### src/rtl/spi_master_core.sv
// SPI mode-0 initiator: MSB-first WORD_SIZE-bit words, single or burst (cs held low),
// with a ready/start host handshake and a one-cycle done strobe.
module spi_master_core #(
  parameter int WORD_SIZE = 8,
  parameter int CLK_DIV   = 2
) (
  input  logic                 clk_i,
  input  logic                 nreset_i,
  input  logic                 start_i,
  input  logic                 cont_i,
  input  logic [WORD_SIZE-1:0] data_tx_i,
  output logic                 ready_o,
  output logic [WORD_SIZE-1:0] data_rx_o,
  output logic                 done_o,
  output logic                 sck_o,
  output logic                 cs_o,
  output logic                 sdo_o,
  input  logic                 sdi_i
);

  localparam int DIV_W = $clog2(CLK_DIV + 1);
  localparam int BIT_W = $clog2(WORD_SIZE) + 1;
  localparam logic [DIV_W-1:0] DIV_LAST = DIV_W'(CLK_DIV - 1);
  localparam logic [BIT_W-1:0] BIT_LAST = BIT_W'(WORD_SIZE - 1);

  typedef enum logic [2:0] {
    ST_IDLE  = 3'd0,
    ST_SETUP = 3'd1,
    ST_SHIFT = 3'd2,
    ST_HOLD  = 3'd3,
    ST_GAP   = 3'd4,
    ST_BURST = 3'd5
  } state_t;

  state_t                 state_r, state_s;
  logic [DIV_W-1:0]       div_cnt_r, div_cnt_s;
  logic [BIT_W-1:0]       bit_cnt_r, bit_cnt_s;
  logic [WORD_SIZE-1:0]   tx_r, tx_s;
  logic [WORD_SIZE-1:0]   rx_r, rx_s;
  logic [WORD_SIZE-1:0]   data_rx_r, data_rx_s;
  logic                   cont_r, cont_s;
  logic                   sck_r, sck_s;
  logic                   cs_r, cs_s;
  logic                   ready_r, ready_s;
  logic                   done_r, done_s;

  logic tick_s;
  logic accept_s;
  logic rise_s;
  logic fall_s;
  logic last_s;

  // The first rising edge of a word is the SETUP->SHIFT transition itself.
  assign tick_s   = (div_cnt_r == DIV_LAST);
  assign accept_s = start_i && ready_r;
  assign rise_s   = tick_s && ((state_r == ST_SETUP) || ((state_r == ST_SHIFT) && !sck_r));
  assign fall_s   = tick_s && (state_r == ST_SHIFT) && sck_r;
  assign last_s   = fall_s && (bit_cnt_r == BIT_LAST);

  // State register.
  always_ff @(posedge clk_i or negedge nreset_i) begin
    if (!nreset_i) begin
      state_r <= ST_IDLE;
    end else begin
      state_r <= state_s;
    end
  end

  // Next-state decode.
  always_comb begin
    state_s = state_r;
    case (state_r)
      ST_IDLE: begin
        if (accept_s) state_s = ST_SETUP;
        else          state_s = ST_IDLE;
      end
      ST_SETUP: begin
        if (tick_s) state_s = ST_SHIFT;
        else        state_s = ST_SETUP;
      end
      ST_SHIFT: begin
        if (last_s) state_s = cont_r ? ST_BURST : ST_HOLD;
        else        state_s = ST_SHIFT;
      end
      ST_HOLD: begin
        if (tick_s) state_s = ST_GAP;
        else        state_s = ST_HOLD;
      end
      ST_GAP: begin
        if (tick_s) state_s = ST_IDLE;
        else        state_s = ST_GAP;
      end
      ST_BURST: begin
        if (accept_s) state_s = ST_SETUP;
        else          state_s = ST_BURST;
      end
      default: state_s = ST_IDLE;
    endcase
  end

  // Next values of datapath and registered outputs.
  always_comb begin
    div_cnt_s = '0;
    bit_cnt_s = bit_cnt_r;
    tx_s      = tx_r;
    rx_s      = rx_r;
    cont_s    = cont_r;
    sck_s     = sck_r;
    cs_s      = 1'b1;
    ready_s   = 1'b0;
    done_s    = 1'b0;
    data_rx_s = data_rx_r;

    case (state_r)
      ST_SETUP, ST_SHIFT, ST_HOLD, ST_GAP: begin
        if (tick_s) div_cnt_s = '0;
        else        div_cnt_s = div_cnt_r + DIV_W'(1);
      end
      default: div_cnt_s = '0;
    endcase

    if (accept_s) begin
      tx_s      = data_tx_i;
      cont_s    = cont_i;
      bit_cnt_s = '0;
    end else if (fall_s) begin
      tx_s      = {tx_r[WORD_SIZE-2:0], 1'b0};
      bit_cnt_s = bit_cnt_r + BIT_W'(1);
    end else begin
      tx_s      = tx_r;
      bit_cnt_s = bit_cnt_r;
    end

    if (rise_s) begin
      rx_s  = {rx_r[WORD_SIZE-2:0], sdi_i};
      sck_s = 1'b1;
    end else if (fall_s) begin
      rx_s  = rx_r;
      sck_s = 1'b0;
    end else begin
      rx_s  = rx_r;
      sck_s = sck_r;
    end

    case (state_s)
      ST_IDLE:  begin cs_s = 1'b1; ready_s = 1'b1; end
      ST_GAP:   begin cs_s = 1'b1; ready_s = 1'b0; end
      ST_BURST: begin cs_s = 1'b0; ready_s = 1'b1; end
      default:  begin cs_s = 1'b0; ready_s = 1'b0; end
    endcase

    // rx is already complete here: the last rise precedes the last fall by CLK_DIV cycles.
    if (((state_r == ST_HOLD) && (state_s == ST_GAP)) ||
        ((state_r == ST_SHIFT) && (state_s == ST_BURST))) begin
      done_s    = 1'b1;
      data_rx_s = rx_r;
    end else begin
      done_s    = 1'b0;
      data_rx_s = data_rx_r;
    end
  end

  // Datapath and output flops; every pin is driven straight from a flop.
  always_ff @(posedge clk_i or negedge nreset_i) begin
    if (!nreset_i) begin
      div_cnt_r <= '0;
      bit_cnt_r <= '0;
      tx_r      <= '0;
      rx_r      <= '0;
      cont_r    <= 1'b0;
      sck_r     <= 1'b0;
      cs_r      <= 1'b1;
      ready_r   <= 1'b1;
      done_r    <= 1'b0;
      data_rx_r <= '0;
    end else begin
      div_cnt_r <= div_cnt_s;
      bit_cnt_r <= bit_cnt_s;
      tx_r      <= tx_s;
      rx_r      <= rx_s;
      cont_r    <= cont_s;
      sck_r     <= sck_s;
      cs_r      <= cs_s;
      ready_r   <= ready_s;
      done_r    <= done_s;
      data_rx_r <= data_rx_s;
    end
  end

  assign ready_o   = ready_r;
  assign data_rx_o = data_rx_r;
  assign done_o    = done_r;
  assign sck_o     = sck_r;
  assign cs_o      = cs_r;
  assign sdo_o     = tx_r[WORD_SIZE-1];

endmodule
### config.mk
export PLATFORM = sky130hd
export DESIGN_NAME = spi_master_core
export DESIGN_NICKNAME = d
export VERILOG_FILES = /design/src/rtl/spi_master_core.sv
export SDC_FILE = /design/constraint.sdc
export NUM_CORES = 1
export LEC_CHECK = 0
export CORE_ASPECT_RATIO = 1.5
export CORE_UTILIZATION = 45
export DETAILED_ROUTE_END_ITERATION = 16
export DONT_BUFFER_PORTS = 1
export HOLD_SLACK_MARGIN = 0.05
export MAX_ROUTING_LAYER = met4
export PLACE_DENSITY_LB_ADDON = 0.1
export REMOVE_ABC_BUFFERS = 1
export SETUP_SLACK_MARGIN = 0.15
export SYNTH_ARGS = -nofsm -noshare
export SYNTH_HDL_FRONTEND = slang
export SYNTH_SLANG_ARGS = --single-unit
export TNS_END_PERCENT = 20
### constraint.sdc
create_clock -name clk_i -period 3.07 [get_ports clk_i]
set_clock_uncertainty 0.15 [all_clocks]
set_input_delay 0.614 -clock clk_i [delete_from_list [all_inputs] [get_ports clk_i]]
set_output_delay 0.614 -clock clk_i [all_outputs]
set_load 0.01 [all_outputs]
* Yosys cells after proc, flatten, opt, wreduce, memory -nomap -nowiden
Cells that the tools add are included.
** Storage, ports and cells
- Input bits :: 13
- Output and inout port bits :: 13
- Word-level logic and storage cells :: 59
- Flip-flop bits (word level) :: 38
** Operators by class
- Mux-type cells :: 19
- Equality and inequality tests :: 9
- Reductions and logical operators :: 18
- Add/subtract/negate cells :: 2
** Operators by type and width (count)
- $pmux W3 S6 :: 1
- $mux W8 :: 2
- $mux W3 :: 5
- $eq A3 B3 Y1 const B :: 4
- $logic_and A1 B1 Y1 :: 8
- $mux W4 :: 2
- $eq A3 B2 Y1 const B :: 2
- $logic_not A3 Y1 :: 2
- $mux W1 :: 6
- $mux W2 :: 3
- $add A4 B1 Y4 const B :: 1
- $eq A4 B3 Y1 const B :: 1
- $reduce_bool A2 Y1 :: 2
- $reduce_or A2 Y1 :: 2
- $reduce_or A4 Y1 :: 1
- $eq A3 B1 Y1 const B :: 1
- $add A2 B1 Y2 const B :: 1
- $eq A2 B1 Y1 const B :: 1
- $logic_or A1 B1 Y1 :: 2
- $logic_not A1 Y1 :: 1

* Depth between registers and ports, before layout
- Depth after elaboration :: 10
- Mapped depth :: 7

* Worst setup path after synthesis
OpenSTA, ideal clock, no wires.
- Path type :: register to register
- Start :: register bit_cnt_r[0]
- End :: register ready_r (netlist: ready_o)
- Library setup time :: 0.077 ns
- Stages on the path, launching flop included :: 7
- Path slack :: 1.359 ns
- Data arrival time :: 1.484 ns
- Cells stage by stage :: dfrtp_1 > ha_1 > and3b_1 > a311o_1 > a21oi_1 > nor2_1 > o21a_1
** Between the ends
- Cells in the longest elaborated chain, start to end :: 7
- Elaborated cells between the ends (all ways) :: 8
** RTL lines
- start: declaration :: RTL line 37 : logic [BIT_W-1:0] bit_cnt_r, bit_cnt_s;
- start signal: assignment :: RTL line 178 : bit_cnt_r <= bit_cnt_s;
- $eq A4 B3 Y1 (*) :: RTL line 58 : assign last_s = fall_s && (bit_cnt_r == BIT_LAST);
- $logic_and A1 B1 Y1 (*) :: RTL line 58
- $mux W3 (*) :: RTL line 82 : if (last_s) state_s = cont_r ? ST_BURST : ST_HOLD;
- $pmux W3 S6 (*) :: RTL line 72 : case (state_r)
- named net state_s[1] :: RTL line 35 : state_t state_r, state_s;
- $eq A3 B3 Y1 or $logic_not A3 Y1 (tied branches) :: RTL line 145 : case (state_s)
- $reduce_or A2 Y1 (no source line) (*)
- $mux W1 (*) :: RTL line 145
- named net ready_s :: RTL line 44 : logic ready_r, ready_s;
- end signal: assignment :: RTL line 184 : ready_r <= ready_s;
- end: declaration :: RTL line 44
Mark *: on every way through the listed nets, which the timed path passes. The rest lies on a longest branch.
A chain may end at the register's enable or synchronous reset.

* Worst setup path in the final report
- Start :: register state_r[2]
- End :: register bit_cnt_r[3]
** Between the ends
- Cells in the longest elaborated chain, start to end :: 4
** RTL lines
- start: declaration :: RTL line 35
- start signal: assignment :: RTL line 65 : state_r <= state_s;
- $eq A3 B2 Y1 :: RTL line 57 : assign fall_s = tick_s && (state_r == ST_SHIFT) && sck_r;
- $logic_and A1 B1 Y1 (2 in series) :: RTL line 57
- $reduce_bool A2 Y1 (no source line)
No other way between the ends.

==> impl_metrics.csv <==
group,metric,value,unit
run_status,status,"finished, final reports clean",
global_route,use_met3,0.05882,
worst_setup_path,r2r_start,"state_r[2]",
global_route,antenna_found_initial,0,
worst_setup_path,critical_path_buf_inv_count,0,
min_path,worstHoldPathType,"in -> reg",
logic_synthesis,synth_area,0.001722,mm²
logic_synthesis,avgSynthCellArea,12.12,µm²
power,power.static_leakage,0.8609,nW
clock_tree,cts_buffer_depth,2,
placement,placed_area,0.001722,mm²
global_route,overflow,0,
cells_and_area,nNetsFinal,158,
clock_tree,numCtsBuffers,5,
power,totalPowerFinal,1.893,mW
global_route,grt_start_max_net_pins,39,
worst_setup_path,crit_path_max_incr_delay,0.47,ns
power,ir_worst_vdd,0.5300,mV
global_route,grt_pass1_wl,5.112,mm
worst_setup_path,worstPathRequired,3.12,ns
logic_synthesis,synth-async-reset-ratio,1.000,
sta,slew_headroom,0.6596,
worst_setup_path,cp-startpoint,"state_r[2]",
detailed_routing,drc,0,
sta,final.setup.worst_slack,1.043,ns
logic_synthesis,synth_top_family_by_area,"multiplexers",
worst_setup_path,worstPathMaxFanout,14,
detailed_routing,wl_per_cell,15.87,µm
die,die_y,77.76,µm
worst_setup_path,arrival,2.08,ns
detailed_routing,vias,1042,
die,die_width,52.51,µm
die,start_util,0.4719,
global_route,gr-usage-met1,0.2087,
global_route,gr-usage-all-layers,0.1780,
sta,worstMarginPinSlew,0.5106,ns
worst_setup_path,path_cells,"and4bb_4, nand3_2, or3_1, a21oi_1",
cells_and_area,layout-drive-gt1-share,0.2308,
detailed_routing,viasPerCell,5.602,
cells_and_area,n_antenna_cell,0,
clock_tree,htree_levels,2,
logic_synthesis,syn_inst,142,
sta,fmax,493.2,MHz
worst_setup_path,path_class,"reg -> reg",
worst_setup_path,worstSetupStartpointType,"register",
sta,setup_viol,0,
placement,gp_congestion,0.8469,
sta,fin_crit_sh,0.6604,
clock_tree,clock-sinks,38,
clock_tree,cts_tree,"yes",
power,power_density,1032,mW/mm²
detailed_routing,dr.pass1.iters,4,
logic_synthesis,yosysWarnings,0,
global_route,grt-busiest-layer,"met2",
placement,place_ws,1.090,ns
logic_synthesis,synthSimpleGateAreaFrac,0.1265,
cells_and_area,final_cell_area,0.001834,mm²
cells_and_area,fin_cells,186,
placement,placedCellCount,178,
clock_tree,clk_latency,0.28,ns
logic_synthesis,synth_mux_area_frac,0.1744,
logic_synthesis,synth_edf_count,0,
clock_tree,post_cts_buffers,0,
global_route,gr-usage-met2,0.2684,
logic_synthesis,synthFlopType,"dfrtp_1",
die,rows,27,
logic_synthesis,ys_types,35,
detailed_routing,antenna_left,0,
sta,rsz0062_at_grt,"no",
placement,portBuffers,0,
cells_and_area,area.growth.synth_to_final,6.541,%
global_route,grt_pass1_vias,1130,
clock_tree,clk_pin_slew,0.07,ns
die,ios,26,
logic_synthesis,synth_compound_area_frac,0.08140,
logic_synthesis,synth_adder_area_share,0.007267,
sta,hold_viol,0,
placement,dp_hpwl,2.023,mm
logic_synthesis,synth-seq-cells,38,
logic_synthesis,ys_seq_area_frac,0.5538,
worst_setup_path,path_delay_family,"simple AND/OR/NAND/NOR gates",
min_path,hold_start,"data_tx_i[0]",
sta,maxSlewViolCount,0,
clock_tree,ctsRootBufferMaster,"clkbuf_8",
worst_setup_path,crit_path_top_delay_cell,"dfrtp_1",
die,dieArea,0.004083,mm²
detailed_routing,drt_wl_total,2.951,mm
cells_and_area,fillers,346,
logic_synthesis,synthXorXnorAreaFrac,0.01017,
detailed_routing,drt_iter0_markers,22,
worst_setup_path,end_kind,"register",
die,coreArea,0.003649,mm²
sta,min_period,2.027,ns
sta,tns,0,ns
run,maxCapViolations,0,
-- registers in the layout, summed over array words and instances (netlist names) --
name / count
bit_cnt_r: 4
cont_r: 1
cs_o: 1
data_rx_o: 8
div_cnt_r: 2
done_o: 1
ready_o: 1
rx_r: 8
sck_o: 1
state_r: 3
tx_r: 8
-- routing by layer --
metal,wire [µm],part of all wire
met1,1254,0.42
met2,1459,0.49
met4,75,0.025
met5,0,0
met3,161,0.055
-- power breakdown --
part,leakage [nW],switching (mW),total (mW),internal [mW]
combinational,0.355,0.289,0.633,0.344
clock,0.0431,0.160,0.333,0.173
sequential,0.463,0.208,0.927,0.719
total,0.861,0.657,1.89,1.24
-- repair_timing --
| action | in CTS | in global routing |
|---|---|---|
| resized for setup | 0 | 0 |
| hold endpoints to repair | 38 | 0 |
| hold buffers | 2 | 0 |
-- path summary, 6_finish.rpt --
| kind | depth (start not counted) | endpoint | slack, ns |
|---|---|---|---|
| max | 4 | bit_cnt_r[3] | 1.04 |
| min | 2 | tx_r[0] | 0.30 |
| max reg2reg | 4 | bit_cnt_r[3] | 1.04 |
| min reg2reg | 1 | div_cnt_r[0] | 0.32 |
| max in group asynchronous | 2 | ready_o | 1.89 |
| min in group asynchronous | 2 | bit_cnt_r[3] | 0.63 |
-- cells by family after synthesis --
| kind of cell | after synthesis |
|---|---|
| compound gates | 22 |
| xor+xnor | 2 |
| fa+ha+maj | 1 |
| buf+inv | 12 |
| flops | 38 |
| mux | 25 |
| simple gates | 42 |
-- cell usage in the layout (no fill, tap or decap), drive strengths merged, types with 2 or more instances in the layout --
cell type | synthesis | routed
dfrtp | 36 | 36
dfstp | 2 | 2
nand3 | 5 | 5
inv | 3 | 3
a21oi | 4 | 4
nand2 | 16 | 16
o21ai | 11 | 11
and2 | 2 | 2
mux2 | 16 | 16
clkbuf | 2 | 6
nor2 | 10 | 10
buf | 7 | 3
mux2i | 9 | 9
or3 | 3 | 3
-- final cells by class --
cell class	instances	area (µm²)	share of cell area
Sequential cell	38	953.4	0.5198
Multi-Input combinational cell	92	688.2	0.3752
Tap cell	43	53.80	0.02933
Clock buffer	6	82.58	0.04502
Inverter	3	11.26	0.006139
Timing Repair Buffer	4	45.04	0.02456
-- per-stage QoR --
stage,utilization,hold WS [ns]
global placement,0.4719,0.1691
floorplan,-,0.1684
CTS,0.5027,0.2943
finish,0.5027,0.3023
global route,0.5027,0.2852
detailed placement,0.4719,0.1693
-- synth_stat cells, types with 2 or more instances --
cell type | instances | area share
a21oi_1 | 4 | 0.012
buf_4 | 3 | 0.013
clkbuf_1 | 2 | 0.0044
nand3_1 | 4 | 0.012
mux2_2 | 8 | 0.052
inv_1 | 3 | 0.0065
nor2_1 | 10 | 0.022
mux2_4 | 8 | 0.070
buf_6 | 3 | 0.020
o21ai_0 | 11 | 0.032
dfstp_2 | 2 | 0.031
mux2i_1 | 9 | 0.052
nand2_1 | 16 | 0.035
or3_1 | 3 | 0.011
dfrtp_1 | 36 | 0.52
(Power assumes the default switching activity.)
